File: src/rtl/zimbo_mem_arbiter.sv
// rtl/zimbo_mem_arbiter.sv - two-master arbiter for the Zimbo single-port memory
// Grants one access per cycle, registers the memory side, routes read data back to its owner.
module zimbo_mem_arbiter #(
  parameter int AW        = 16,
  parameter int DW        = 16,
  parameter int RD_LAT    = 1,
  parameter int FIXED_PRI = 0
) (
  input  logic          clock,
  input  logic          reset,
  input  logic          m0_req,
  input  logic          m0_we,
  input  logic [AW-1:0] m0_addr,
  input  logic [DW-1:0] m0_wdata,
  output logic          m0_gnt,
  output logic          m0_rvalid,
  output logic [DW-1:0] m0_rdata,
  input  logic          m1_req,
  input  logic          m1_we,
  input  logic [AW-1:0] m1_addr,
  input  logic [DW-1:0] m1_wdata,
  output logic          m1_gnt,
  output logic          m1_rvalid,
  output logic [DW-1:0] m1_rdata,
  output logic [AW-1:0] addrm,
  output logic [DW-1:0] wmdata,
  output logic          memwr_en,
  input  logic [DW-1:0] rmdata,
  output logic          busy,
  output logic [15:0]   acc_cnt
);

  logic            ptr;       // 0: m0 wins a tie, 1: m1 wins a tie
  logic            accept;
  logic            sel_we;
  logic [AW-1:0]   sel_addr;
  logic [DW-1:0]   sel_wdata;
  logic [RD_LAT:0] pipe_vld;  // bit 0 rides alongside addrm, bit RD_LAT meets rmdata
  logic [RD_LAT:0] pipe_own;

  always_comb begin
    m0_gnt = 1'b0;
    m1_gnt = 1'b0;
    if (!reset) begin
      if (m0_req && m1_req) begin
        if ((FIXED_PRI != 0) || !ptr) begin
          m0_gnt = 1'b1;
        end else begin
          m1_gnt = 1'b1;
        end
      end else begin
        m0_gnt = m0_req;
        m1_gnt = m1_req;
      end
    end
  end

  always_comb begin
    accept    = m0_gnt || m1_gnt;
    sel_we    = m1_gnt ? m1_we    : m0_we;
    sel_addr  = m1_gnt ? m1_addr  : m0_addr;
    sel_wdata = m1_gnt ? m1_wdata : m0_wdata;
  end

  always_ff @(posedge clock) begin
    if (reset) begin
      addrm    <= '0;
      wmdata   <= '0;
      memwr_en <= 1'b0;
      ptr      <= 1'b0;
      acc_cnt  <= '0;
    end else begin
      memwr_en <= 1'b0;
      if (accept) begin
        addrm    <= sel_addr;
        wmdata   <= sel_wdata;
        memwr_en <= sel_we;
        ptr      <= m0_gnt;
        acc_cnt  <= acc_cnt + 16'd1;
      end
    end
  end

  // Ownership tags travel with each read so the returning data finds its requester.
  always_ff @(posedge clock) begin
    if (reset) begin
      pipe_vld <= '0;
      pipe_own <= '0;
    end else begin
      pipe_vld <= {pipe_vld[RD_LAT-1:0], accept && !sel_we};
      pipe_own <= {pipe_own[RD_LAT-1:0], m1_gnt};
    end
  end

  always_comb begin
    m0_rvalid = pipe_vld[RD_LAT] && !pipe_own[RD_LAT];
    m1_rvalid = pipe_vld[RD_LAT] &&  pipe_own[RD_LAT];
    m0_rdata  = rmdata;
    m1_rdata  = rmdata;
    busy      = |pipe_vld;
  end

endmodule

File: config.mk
export PLATFORM = sky130hd
export DESIGN_NAME = zimbo_mem_arbiter
export DESIGN_NICKNAME = d
export VERILOG_FILES = /design/src/rtl/zimbo_mem_arbiter.sv
export SDC_FILE = /design/constraint.sdc
export NUM_CORES = 1
export LEC_CHECK = 0
export CAP_MARGIN = 20
export CORE_MARGIN = 3
export CORE_UTILIZATION = 37
export CTS_BUF_LIST = sky130_fd_sc_hd__clkbuf_4 sky130_fd_sc_hd__clkbuf_8
export DETAILED_ROUTE_END_ITERATION = 7
export PLACE_DENSITY = 0.84
export SETUP_SLACK_MARGIN = 0.4
export SLEW_MARGIN = 0
export SYNTH_ARGS = -nofsm -noshare
export SYNTH_HDL_FRONTEND = slang
export SYNTH_SLANG_ARGS = --single-unit
File: constraint.sdc
create_clock -name clock -period 1.9 [get_ports clock]
set_input_delay 0.285 -clock clock [delete_from_list [all_inputs] [get_ports clock]]
set_output_delay 0.285 -clock clock [all_outputs]
set_load 0.02 [all_outputs]
==> results of run 1 <==
-- cell type report --
cell class                      count  share of cell area
Multi-Input combinational cell    170              0.3158
Clock inverter                      1            0.007775
Tap cell                           93             0.03013
Inverter                            3            0.002915
Sequential cell                    54              0.2815
Clock buffer                        7             0.02170
Timing Repair Buffer              136              0.3401
-- stage by stage --
step | setup TNS (ns) | instance area [um2] | utilization
final | 0 | 3862 | 0.5849
after global routing | 0 | 3862 | 0.5849
after CTS | 0 | 3836 | 0.5809
after detailed placement | -0.2584 | 3701 | 0.5604
after global placement | -0.1220 | 3701 | 0.5604
after floorplan | 0 | 2611 | -
-- repair_timing --
action / in CTS / in global routing
resized for setup: 70 / 19
setup endpoints to repair: 89 / 22
cloned: 1 / 0
setup buffers: 3 / 0
hold buffers: 0 / 0
pin swaps: 13 / 4
-- cells by family (layout without fill, tap and decap cells) --
logic type	after synthesis	after routing	share of synthesized area
AOI/OAI and AO/OA	47	47	0.1270
xor gates and xnor gates	8	8	0.02683
adders and majority gates	1	1	0.004791
buffers and inverters	54	147	0.1413
DFF	54	54	0.4140
muxes	35	35	0.1342
and+or+nand+nor	79	79	0.1519
-- routing by layer --
| metal | vias up | track usage | wire (um) |
|---|---|---|---|
| li1 | 1118 | - | - |
| met3 | 18 | 0.04508 | 463 |
| met2 | 81 | 0.2838 | 3423 |
| met1 | 1022 | 0.1949 | 2889 |
| met4 | 0 | 0.04974 | 83 |
| met5 | - | 0 | 0 |
-- synth_stat cells --
cell type / n
nand2b_1: 3
and4_1: 3
inv_1: 3
o21ai_0: 6
a211oi_1: 33
or2_2: 1
dfxtp_1: 54
o21ba_4: 1
ha_1: 1
nand3b_1: 1
nand3_1: 3
nand4_1: 5
buf_6: 4
clkbuf_1: 6
nand2_1: 5
nand3_2: 1
buf_4: 34
and2_1: 2
nor2_1: 42
nand3_4: 1
buf_2: 7
a21oi_1: 6
nor2b_1: 5
o31ai_1: 1
or3_1: 5
and3_1: 2
xor2_1: 7
mux2i_1: 35
xnor2_1: 1
-- worst paths after layout --
kind | cells past startpoint | start | end | slack, ns
setup reg to reg | 6 | ptr | addrm[9] | 0.48
setup / recovery | 4 | ptr | m1_gnt | 0.46
hold / removal | 2 | reset | ptr | 0.23
hold reg to reg | 1 | pipe_own[0] | pipe_own[1] | 0.44
-- placed cells by master (no fill, tap or decap), types with 2 or more instances in the layout --
cell type,n
dfxtp_1,49
a21oi_1,6
a211oi_1,28
clkbuf_4,2
nand2_1,5
clkbuf_8,5
dlygate4sd2_1,53
or3_1,5
nand3_1,3
nor2_1,42
clkbuf_2,2
clkdlybuf4s50_1,66
buf_12,3
mux2i_2,3
o21ai_0,6
and2_1,2
xor2_1,7
nand4_1,5
mux2i_1,32
nand3_4,2
nor2b_1,5
nand2b_1,2
inv_1,3
dfxtp_2,5
a211oi_2,5
buf_6,3
buf_4,7
-- flip-flops by register name, indices dropped and copies added (netlist names) --
signal / cells
wmdata: 16
addrm: 16
pipe_vld: 2
ptr: 1
memwr_en: 1
pipe_own: 2
acc_cnt: 16
-- power breakdown --
group	internal, mW	switching (mW)	total, mW
Clock	0.423	0.346	0.769
Combinational	0.301	0.264	0.565
Sequential	1.20	0.0325	1.23
-- worst max-delay path: cells and delay by family (launching register included) --
family        cells  cell delay (ns)
buf+inv           2             0.23
flops             1             0.36
simple gates      2             0.27
==> results list, run 1 <==
- The run finished with clean final reports.
- The tree built by TritonCTS fans out to 54 sinks.
* Upper clock frequency limit: 692.9 MHz
- The die covers 8102 um2.
- Post-Synthesis Cells: 278
- Entering global routing, the biggest net connects 40 pins.
* Global-route wire length before repair: 11.09 mm
- Setup Viol. Count Final: 0
- Core footprint: 6604 um2
- Starting DRT DRC Count: 42
- Non-filler cells in the finished layout: 464
- The critical path is of the reg2out type.
* Number of distinct library cells after synthesis: 29
- Summing every instance area after synthesis gives 2611 um2.
- Maximum resistive drop on vdd: 0.3803 mV
- WL final: 6.859 mm
- After clock tree synthesis, the clock-pin slew on the worst setup and hold paths is 0.10 ns.
* Num CTS Buffers: 5
* Top area cells in the synthesized netlist: dfxtp_1 41%, mux2i_1 13%, buf_4 9.8%
- Length of the first detailed-routing pass in iterations: 4
* Synth top area share: 0.4140
* Max-slew violations: 0
- Layout cells sized above 1: 0.1267
- Synthesis produced a netlist with a net count of 365.
* Number of warnings reported in the yosys synthesis log: 0
- Nets: 457
- Routability congestion estimate: 0.7111
- Number of max-capacitance violations reported: 0
- Multi-input gate area in the final layout: 1220 um2
- Std-Cell Rows: 29
- The repair_antennas step left the layout with diodes totalling 0.
- Initial core utilization: 0.3954
* Synthesis-stage register bit count: 54
* Detail-routed via count per cell: 4.825
* Routed via count: 2239
- Including well taps, the total number of placed cells is 452.
* Vias in the first global route: 2244
* Power Total: 2.563 mW
- Post-Synthesis Mean Instance Area: 9.393 um2
- DRC violation count after routing: 0
- After filler insertion, the fill cell instance count of the layout stands at 607.
* Cell accounting for the most synthesized area: dfxtp_1
- Min cycle time layout: 1.443 ns
- Required time reported for the critical path endpoint: 1.62 ns
* Worst EP arrival: 1.16 ns
- Minimum hold slack: 0.2256 ns
- Post-route worst setup slack: 0.4567 ns
- Walking the worst path, the cells encountered are nand2b_4, nand3b_1, inv_1, buf_6.
* Number of buffers on the longest clock path: 2
- Aggregate global routing overflow: 0
* Layout Area Growth over Synthesis: 47.92%
* Worst path max stage delay: 0.36 ns
- Before CTS, the worst setup slack after placement is -0.09957 ns.
* Die width: 90.01 um
- Dividing total power by cell area gives a power density of 663.6 nW/um2.
- Crit share post-route: 0.7596
* DP Wirelength: 5.135 mm
* Average routed wire per standard cell: 14.78 um
* Startpoint class of the critical path: flop
- Clock tree from TritonCTS: yes
* Number of buffers added on ports: 123
- The clock reaches the later pin of the worst-skew pair after 0.30 ns.
* Highest-delay cell along the critical path: dfxtp_2
* Worst slew slack as a fraction of its limit: 0.7730
* Sequential-to-total area share from yosys stat: 0.4140
- Hold Violations, Final: 0
* Deepest level of the CTS H-tree: 2
* Sequential cell area: 1087 um2
- Endpoint type of the worst setup path: output pin
* Num ports: 172
- Maximum fanout along the worst path: 3
- For this run, the total global-route usage over all layers was measured as 0.1631.
* Clock skew: 0.01265 ns
- For the pin with the worst max-slew slack, the measured transition is 0.3405 ns.
- Static Leakage: 1.796 nW
- Antenna violations before repair: 0
- Clock root buffer: clkbuf_8
- Unrepaired setup endpoints after global routing: true
- DRT antenna net count: 0
- The worst hold path belongs to the class in2reg.
* Vertical die dimension: 90.01 um
(Power assumes the default switching activity.)
==> run 2, diff against run 1 <==
- CORE_UTILIZATION: 37 -> 34
- PLACE_DENSITY: 0.84 -> 0.82
- clock period: 1.9 -> 1.2 ns (I/O delays scaled with it)
==> results list, run 2 (synthesis gave the netlist of run 1 again) <==
* Die Outline Area: 8768 um2
* Switching Share: 0.2611
- Clock tree synthesis selected as its root buffer the cell clkbuf_8.
* Crit share post-route: 1.138
* Sequential cell area: 1177 um2
- After clock tree synthesis, the clock-pin slew on the worst setup and hold paths is 0.10 ns.
- For this run, design rule violations remaining after detail routing come to 0.
- Max-cap violations in this run came to 0.
- Num ports: 172
* Slew at the pin with the worst max-slew slack: 0.3937 ns
* Required time reported for the critical path endpoint: 1.02 ns
* DRT antenna net count: 0
- Vertical die dimension: 93.64 um
- The area growth from synthesis to layout is 78.15%.
- WL final: 7.794 mm
* Pint: 3.157 mW
- Starting DRT DRC Count: 28
- Min cycle time layout: 1.365 ns
- Hold Violations, Final: 0
* Worst hold path class: in2reg
- For this design the ratio of total power to cell area is 918.3 nW/um2.
- The initial antenna violation count is 0.
* Endpoint type of the worst setup path: output pin
- Maximum fanout along the worst path: 4
- IR analysis of the VDD net gives a maximum drop of 0.4893 mV.
* Aggregate global routing overflow: 0
* Sequential share of power: 0.460
* Cell chain of the critical path: nand2b_4, nand3b_1, buf_6, clkinv_4, buf_6
* Power Total: 4.272 mW
* Worst path max stage delay: 0.33 ns
- In this run the number of H-tree levels came out at 2.
- Global-route wire length before repair: 11.82 mm
* CP Buf/Inv Count: 3
- Die width: 93.64 um
- The flow ran to the end, but the final reports show violations.
- Leaving out fill and tap cells, the most frequent cell in the layout is buf_6.
- Gate family responsible for the most delay along the worst path: flip-flops
- The analysis attributes to net switching a power of 1.115 mW.
* Worst EP arrival: 1.19 ns
* Worst slew slack as a fraction of its limit: 0.7375
- At the placement stage, the worst setup path has a slack of -0.6702 ns.
- The first detailed-routing pass took 4 iterations.
* Vias in the first global route: 2553
- Layout cells sized above 1: 0.5036
* Unrepaired setup endpoints after global routing: true
- Failing checks: setup timing
* Leading cell types in the layout, fill and taps excluded: 82 x buf_6, 66 x clkdlybuf4s50_1, 41 x nor2_1, 41 x dfxtp_2, 32 x mux2i_1
- Setup violations remaining at the end of the flow were counted as 43.
- Final core utilization: 0.6312
- The wire-length estimate of the detail-placed layout is 5.426 mm.
- Routability-driven placement finished with a final weighted congestion of 0.7845.
* Registers with the most flip-flops: acc_cnt x16, addrm x16, wmdata x16
* Combinational cell fraction of total power: 0.257
- Largest net degree at the start of global routing: 35
* Share of power burned in the clock network: 0.283
- Static Leakage: 2.036 nW
* Multi-input gate area in the final layout: 1334 um2
- Number of buffers on the longest clock path: 2
* Core footprint: 7370 um2
- In the final routed layout, each cell accounts on average for 15.05 um.
* Clock insertion delay at the later pin of the skew report: 0.30 ns
- Std-Cell Rows: 31
* TritonCTS Sinks: 54
- STA classifies the critical path startpoint as a flop.
- Summing over every cut layer, the via total after detailed routing is 2457.
- Initial core utilization: 0.3543
- After the last flow step, the layout net total stands at 505.
- CP most frequent cell: buf_6
- Post-route worst setup slack: -0.1651 ns
* Clock tree from TritonCTS: yes
- The repair_antennas step left the layout with diodes totalling 0.
* Detail-routed via count per cell: 4.743
- Num CTS Buffers: 5
- In the global route stage, overall resource usage came out at 0.1680.
- For this design, the slowest cell found on the critical path is dfxtp_2.
* Number of buffers added on ports: 123
- Clock skew: 0.003478 ns
- Worst Setup Path Type: reg2out
- Upper clock frequency limit: 732.6 MHz
* Filler instances: 599
* Max-slew violations: 0
-- run 2: cell types whose count changed in the layout (fill, tap and decap cells not counted), moves of 3 or more --
cell	delta
nand2_1	-3
buf_6	+79
buf_4	+24
dlygate4sd2_1	-53
a211oi_2	-4
dfxtp_4	+12
a211oi_1	+3
dfxtp_2	+36
dfxtp_1	-48
-- run 2: power groups by stage --
stage / clock, mW / sequential (mW) / combinational (mW)
floorplan: 0 / 2.09 / 0.504
global placement: 0 / 1.97 / 0.943
detailed placement: 0 / 1.98 / 0.963
CTS: 1.26 / 1.97 / 1.05
global route: 1.33 / 1.98 / 1.18
finish: 1.21 / 1.97 / 1.10
-- run 2: metrics by stage --
step / hold slack, ns / instances / setup TNS [ns] / instance area [um2]
final: 0.1315 / 518 / -4.146 / 4652
after global routing: 0.1265 / 518 / -7.390 / 4652
after CTS: 0.1150 / 505 / -4.763 / 4433
after detailed placement: 0.3602 / 484 / -27.85 / 3976
after global placement: 0.3602 / 484 / -26.90 / 3976
after floorplan: 0.3149 / 278 / -0.7937 / 2766
-- run 2: metal layers --
metal	global-route usage	vias to the layer above	wire length, um
met5	0	-	0
met4	0.07220	0	184
met3	0.03701	17	519
met2	0.3198	84	4279
met1	0.1749	1144	2809
li1	-	1212	-
-- run 2: path summary, 6_finish.rpt --
| path | start | to | slack (ns) | cells after the start |
|---|---|---|---|---|
| min | m0_req | ptr | 0.13 | 3 |
| min reg2reg | pipe_own[0] | pipe_own[1] | 0.44 | 1 |
| max reg2reg | ptr | addrm[2] | -0.14 | 6 |
| max | ptr | m1_gnt | -0.17 | 5 |
-- run 2: area by class of cell --
cell class              instances  share of cell area
clock inverters                 3            0.008607
clock buffers                   5             0.01479
repair buffers                184              0.4067
inverters                       3            0.003497
well taps                      99             0.02663
flip-flops and latches         54              0.2531
multi-input cells             170              0.2867
-- run 2: timing repair --
item | 4_1_cts | 5_1_grt
setup buffers | 13 | 13
pin swaps | 19 | 18
setup endpoints to repair | 105 | 105
resized for setup | 408 | 30
hold buffers | 0 | 0
-- run 2: worst min-delay path: stages --
cell      delay, ns
buf_6          0.10
nand2b_4       0.06
a21oi_1        0.06
==> run 3, diff against run 2 <==
- CAP_MARGIN: 20 -> 30
- HOLD_SLACK_MARGIN: not set -> 0.02
- SKIP_LAST_GASP: not set -> 1
==> results list, run 3 (synthesis gave the netlist of run 1 again) <==
- The run finished, with violations left.
- Failing checks: setup timing
* Hold Violations, Final: 0
* Antenna violations before repair: 0
- For the worst-skew pair, the clock arrives at the later sink with an insertion delay of 0.30 ns.
- The analysis attributes to cell leakage a power of 2.030 nW.
* Switching power: 1.114 mW
* Global-route wire length before repair: 11.85 mm
- STA classifies the critical path endpoint as an output pin.
- After clock tree synthesis, the clock-pin slew on the worst setup and hold paths is 0.10 ns.
- During placement, the flow inserted port buffers numbering 123.
- Together, buffers and inverters on the worst path number 3.
- Dividing the final minimum period by the clock period gives 1.147.
- Pint: 3.159 mW
- Counting along the longest clock path gives a buffer depth of 2.
- Pin placement for this block handled 172 I/O pins.
- Measured in cells, the most critical reg-to-reg path has a length of 6.
* Upper clock frequency limit: 726.2 MHz
* Maximum fanout along the worst path: 4
- The worst setup path is launched from a flop.
- Summed over all nets, the half-perimeter wirelength after detailed placement is 5.426 mm.
- Min cycle time layout: 1.377 ns
- For this run, the total global-route usage over all layers was measured as 0.1685.
- Startpoint of the lowest-slack register-to-register path: ptr
* Share of power burned in the clock network: 0.283
- Maximum resistive drop on vdd: 0.4781 mV
- Largest net degree at the start of global routing: 35
* Core footprint: 7370 um2
* Number of max-capacitance violations reported: 0
- Setup Viol. Count Final: 44
- The number of pins with negative max-slew slack in the final report was 0.
- The critical path crosses 5 cells after its start point.
- Routability congestion estimate: 0.7845
* Die Outline Area: 8768 um2
- In the final layout, the registers with the most flip-flops are acc_cnt x16, addrm x16, wmdata x16.
- In this design, the largest share of critical-path delay is due to flip-flops.
* Die width: 93.64 um
* Slew at the pin with the worst max-slew slack: 0.3844 ns
- Worst path max stage delay: 0.33 ns
- The most numerous cell type found on the critical path is buf_6.
- The first detailed-routing pass took 4 iterations.
* Nets: 505
- In this run the vertical extent of the chip is 93.64 um.
- After routing the design area is 4614 um2.
- Non-filler cells in the finished layout: 518
- Starting DRT DRC Count: 49
* Minimum hold slack: 0.1354 ns
* Cts-stage hold buffer count: 0
- The initial utilization of the core area, before any placement, comes to 0.3543.
- The repair_antennas step left the layout with diodes totalling 0.
- The number of clock buffers added by TritonCTS is 5.
- DRT antenna net count: 0
* Std-Cell Rows: 31
- Worst EP arrival: 1.20 ns
- WL final: 7.760 mm
- Counting instances, the worst hold path has a depth of 3.
* Capture point of the worst path: m1_gnt
* Post-route worst setup slack: -0.1770 ns
- TritonCTS built the clock tree.
- Most frequent standard cell in the layout excluding fill and tap cells: buf_6
* Layout Area Growth over Synthesis: 76.71%
* Required time reported for the critical path endpoint: 1.02 ns
- Unrepaired setup endpoints after global routing: true
* Sequential share of power: 0.461
* Worst slew slack as a fraction of its limit: 0.7437
- Register-to-register path setup slack: -0.15 ns
* Post-place instance area: 3976 um2
- Clock tree synthesis found a total of 54 sinks.
- Layout cells sized above 1: 0.4964
- Crit path launch: ptr
- Detail-routed via count per cell: 4.734
- The worst register-to-register path ends at addrm[2].
- The critical path goes through nand2b_4, nand3b_1, buf_6, clkinv_4, buf_6.
* Highest-delay cell along the critical path: dfxtp_2
- Deepest level of the CTS H-tree: 2
- By startpoint and endpoint, the worst setup path is classified as reg2out.
- Switching Share: 0.2608
- Combinational cell fraction of total power: 0.256
- Number of placed cells counting well taps: 484
- Clock root buffer: clkbuf_8
- In the final routed layout, each cell accounts on average for 14.98 um.
- DRC violation count after routing: 0
- Worst hold path class: in2reg
- Leading cell types in the layout, fill and taps excluded: 76 x buf_6, 66 x clkdlybuf4s50_1, 43 x dfxtp_2
* Power density cells: 926.0 nW/um2
- Between clock sinks in the finished design, the worst skew comes to 0.004427 ns.
* Aggregate global routing overflow: 0
- The final route contains 2452 vias.
* Vias in the first global route: 2546
==> run 3: power by group through the flow <==
| stage | Sequential, mW | Combinational (mW) | Clock [mW] |
|---|---|---|---|
| after floorplan | 2.09 | 0.504 | 0 |
| after detailed placement | 1.98 | 0.963 | 0 |
| after global placement | 1.97 | 0.943 | 0 |
| after global routing | 1.98 | 1.17 | 1.33 |
| final | 1.97 | 1.09 | 1.21 |
| after CTS | 1.97 | 1.04 | 1.26 |
==> run 3: timing repair <==
item	in CTS	in global routing
resized for setup	396	31
gates cloned	0	0
pin swaps	19	12
setup buffers	13	13
endpoints found under the setup margin	105	105
==> run 3: final cells by class <==
cell class | count | area, um2
fillers | 605 | 2755
inverters | 3 | 16.27
multi-input cells | 170 | 1324
repair buffers | 184 | 1869
clock buffers | 5 | 68.82
flip-flops and latches | 54 | 1172
well taps | 99 | 123.9
clock inverters | 3 | 40.04
==> run 3: worst min path at each step <==
stage,start,end
2_1_floorplan,m0_req,ptr
3_3_place_gp,rmdata[10],m1_rdata[10]
3_5_place_dp,rmdata[10],m1_rdata[10]
4_1_cts,m0_req,ptr
5_1_grt,m0_req,ptr
6_report,m0_req,ptr
==> run 3: stage by stage <==
step                      power [mW]  setup TNS (ns)    util  setup slack, ns
after floorplan                2.593         -0.7937       -         -0.06076
after global placement         2.915          -26.90  0.5396          -0.6592
after detailed placement       2.941          -27.85  0.5396          -0.6702
after CTS                      4.274          -4.777  0.5956          -0.1705
after global routing           4.486          -7.731  0.6261          -0.2318
final                          4.273          -4.472  0.6261          -0.1770
==> run 3: worst reg2reg max path, cell delays in order (launching register included) <==
cell and delay (ns):
dfxtp_2 0.33, nand2b_4 0.13, nand3b_1 0.10, buf_6 0.15, buf_12 0.18, mux2i_2 0.24, a211oi_2 0.09
==> run 3: per-layer routing <==
metal	routed length, um	track usage	up-vias	share of wire
met2	4270	0.3180	84	0.55
met4	184	0.07220	0	0.024
met3	520	0.03701	17	0.067
met5	0	0	-	0
li1	-	-	1216	-
met1	2784	0.1779	1135	0.36
==> variant 1: new RTL, flow settings as in run 3 <==
Put one more register stage on the output `acc_cnt`, without a reset. The value now appears one clock later. The other outputs are not delayed to match.
--- a/src/rtl/zimbo_mem_arbiter.sv
+++ b/src/rtl/zimbo_mem_arbiter.sv
@@ -31,2 +31,4 @@
 );
+
+  logic [15:0] acc_cnt_s0;
 
@@ -70,3 +72,3 @@
       ptr      <= 1'b0;
-      acc_cnt  <= '0;
+      acc_cnt_s0 <= '0;
     end else begin
@@ -78,3 +80,3 @@
         ptr      <= m0_gnt;
-        acc_cnt  <= acc_cnt + 16'd1;
+        acc_cnt_s0 <= acc_cnt_s0 + 16'd1;
       end
@@ -102,2 +104,6 @@
 
+  always_ff @(posedge clock) begin
+    acc_cnt <= acc_cnt_s0;
+  end
+
 endmodule
Behaviour: not the same (Yosys sat finds a counterexample within 4 cycles, from zero or initial values and one cycle with reset high).
==> variant 1 against run 3 <==
  * The run still ends with setup timing left
  * Die area up 11%
  * Power up 38%
  * Final area up 14%
  * Sequential share of layout area up 2.9 points
  * Combinational power up 10%
  * Routed wire length up 7.7%
  * Sequential cell count up 16
  * Count of clock-buffer cells in the layout up 8
  * Clock power up 79%
  * Area after synthesis up 12%
  * Setup slack worse by 62 ps
  * Critical path type is now flip-flop to flip-flop
  * Largest power group unchanged
==> variant 1: results <==
[yosys]
synthXorXnorAreaFrac = 0.0299
muxShareOfSynthArea = 0.113
syn_nets = 384
ys_types = 32
seq_area_frac_synth = 0.478

[layout]
fillCellCount = 634
nClkBuffers = 13
drive_above_1_share = 0.529
area_growth_pct = 79.0
nets = 543

[floorplanning]
dieArea_um2 = 9770

[timing]
timing.final.ws_setup_ps = -239
fin_tns_setup_ps = -7800
hold-worst-slack_ps = 225
finalSetupViolations = 47

[cts]
postCtsSetupRepairBufs = 23
cts_resized = 417
path_clk_slew_ps = 80

[hold_path]
min_path_cells = 4

[placement]
placed_area_um2 = 4340
hpwl_mm = 5.58

[power_and_ir_drop]
p_leak_nw = 2.35

[detailed_routing]
wl_per_cell_um = 14.8
vias_per_cell = 4.71
wl_met2_mm = 4.57

[run_status]
status = complete, but fails checks
violations = setup timing

[worst_setup_path]
arrival_ps = 1700

[global_routing]
use_met1 = 0.180
grt_usage = 0.167
## variant 1: changes by cell type after synthesis, sizes merged, moves of 2 or more
cell   change
nand4      +2
and2       +2
nor2b      -2
mux2i      -2
or4        +2
dfxtp     +16
o21ai      -3
or3        -2
## variant 1: power breakdown
group | internal (mW) | switching (mW) | leakage, nW
registers | 2.45 | 0.0793 | 0.598
clock network | 1.30 | 0.866 | 0.118
logic | 0.719 | 0.478 | 1.63
total | 4.47 | 1.42 | 2.35
## variant 1: how the worst max path moves through the flow
stage                              from        endpoint  cells past startpoint
after CTS                           ptr       wmdata[1]                      6
after global placement           m0_req          m1_gnt                      5
final                               ptr        addrm[7]                      7
after detailed placement         m0_req       wmdata[9]                      7
after global routing                ptr       wmdata[8]                      6
after floorplan           acc_cnt_s0[3]  acc_cnt_s0[15]                      4
## variant 1: worst register-to-register path: stages, from the launching register on
cell and delay, ps:
dfxtp_2 340, nand2b_4 120, nand3b_1 150, buf_4 180, buf_6 100, buf_6 120
mux2i_2 150, a211oi_2 200
==> variant 2: new RTL, settings of run 3 <==
Without the edit above. The parameter `RD_LAT` goes from 1 to 2.
--- a/src/rtl/zimbo_mem_arbiter.sv
+++ b/src/rtl/zimbo_mem_arbiter.sv
@@ -5,3 +5,3 @@
   parameter int DW        = 16,
-  parameter int RD_LAT    = 1,
+  parameter int RD_LAT    = 2,
   parameter int FIXED_PRI = 0
Function: changed (a bounded check fails within 4 cycles, from zero or initial values and one cycle with reset high).
==> variant 2 against run 3 <==
  * The flow still finishes with violations (setup timing)
  * Final area increased by 4.7%
  * Largest cell class unchanged
  * Highest routed layer unchanged
  * Area after synthesis rose by 2.2%
  * Fmax decreased by 7.3%
  * Sequential cell count is 2 higher
  * Critical endpoint is now wmdata[5]
  * Global-route usage up 0.51 points
  * Count of clock-buffer cells in the layout did not move
  * Setup slack worse by 110 ps
  * Routed wire length up 6.4%
  * Critical path depth is 2 higher
  * Power is 3.2% higher
  * Clock power about the same
==> variant 2: results <==
[run_status]
status = complete, but fails checks
violations = setup timing

[yosys]
synthXorXnorAreaFrac = 0.0230
ys_types = 32
syn_area_per_cell_um2 = 9.49
synthTopCellsByCount = dfxtp_1 (56), nor2_1 (42), mux2i_1 (36)
synth_area_leaders = dfxtp_1 (42%), mux2i_1 (14%), a211oi_1 (9.3%), buf_4 (9.3%), nor2_1 (5.9%)
seq_area_frac_synth = 0.420
synth_compound_area_frac = 0.118
synthAdderAreaFrac = 0.00469

[global_routing]
grt_start_max_net_pins = 54
grt_usage = 0.174
grt_pass1_vias = 2571
globalRouteMet3Util = 0.0414
use_met2 = 0.335

[layout]
nets = 511
fillCellCount = 588
drive_above_1_share = 0.504

[power_and_ir_drop]
total_power_mw = 4.41
pg_seq_mw = 2.04
swShare = 0.260

[timing]
finalSetupViolations = 48
clock_skew_ps = 6.60
timing.final.ws_setup_ps = -286
slew_headroom = 0.717

[detailed_routing]
wl_met1_mm = 2.91
drt_iter0_markers = 56
vias_per_cell = 4.80

[worst_setup_path]
r2r_cells = 7
arrival_ps = 1710
worstReg2RegEnd = wmdata[5]
crit_fanout = 8

[placement]
place_congestion = 0.769
dpl_worst_slack_ps = -715

[hold_path]
min_path_cells = 2
-- variant 2: area by class of cell --
cell class / count / area, um^2 / share of cell area
Timing Repair Buffer: 186 / 1980 / 0.411
Clock buffer: 5 / 68.8 / 0.0142
Tap cell: 99 / 124 / 0.0256
Inverter: 4 / 25.0 / 0.00518
Multi-Input combinational cell: 171 / 1370 / 0.284
Clock inverter: 3 / 37.5 / 0.00777
Sequential cell: 56 / 1220 / 0.253
-- variant 2: cells by family (layout without fill, tap and decap cells) --
logic type               count (synthesis)  after routing
multiplexers                            37             37
AO/OA/AOI/OAI                           45             45
adder cells (fa/ha/maj)                  1              1
buffers and inverters                   54            198
XOR/XNOR                                 7              7
flip-flops                              56             56
AND/OR/NAND/NOR                         81             81
-- variant 2: what timing repair did --
action                     CTS  global route
cloned                       3             0
pin swaps                   24            14
gates resized for setup    388            39
setup endpoints to repair  105           107
setup buffers               16            10
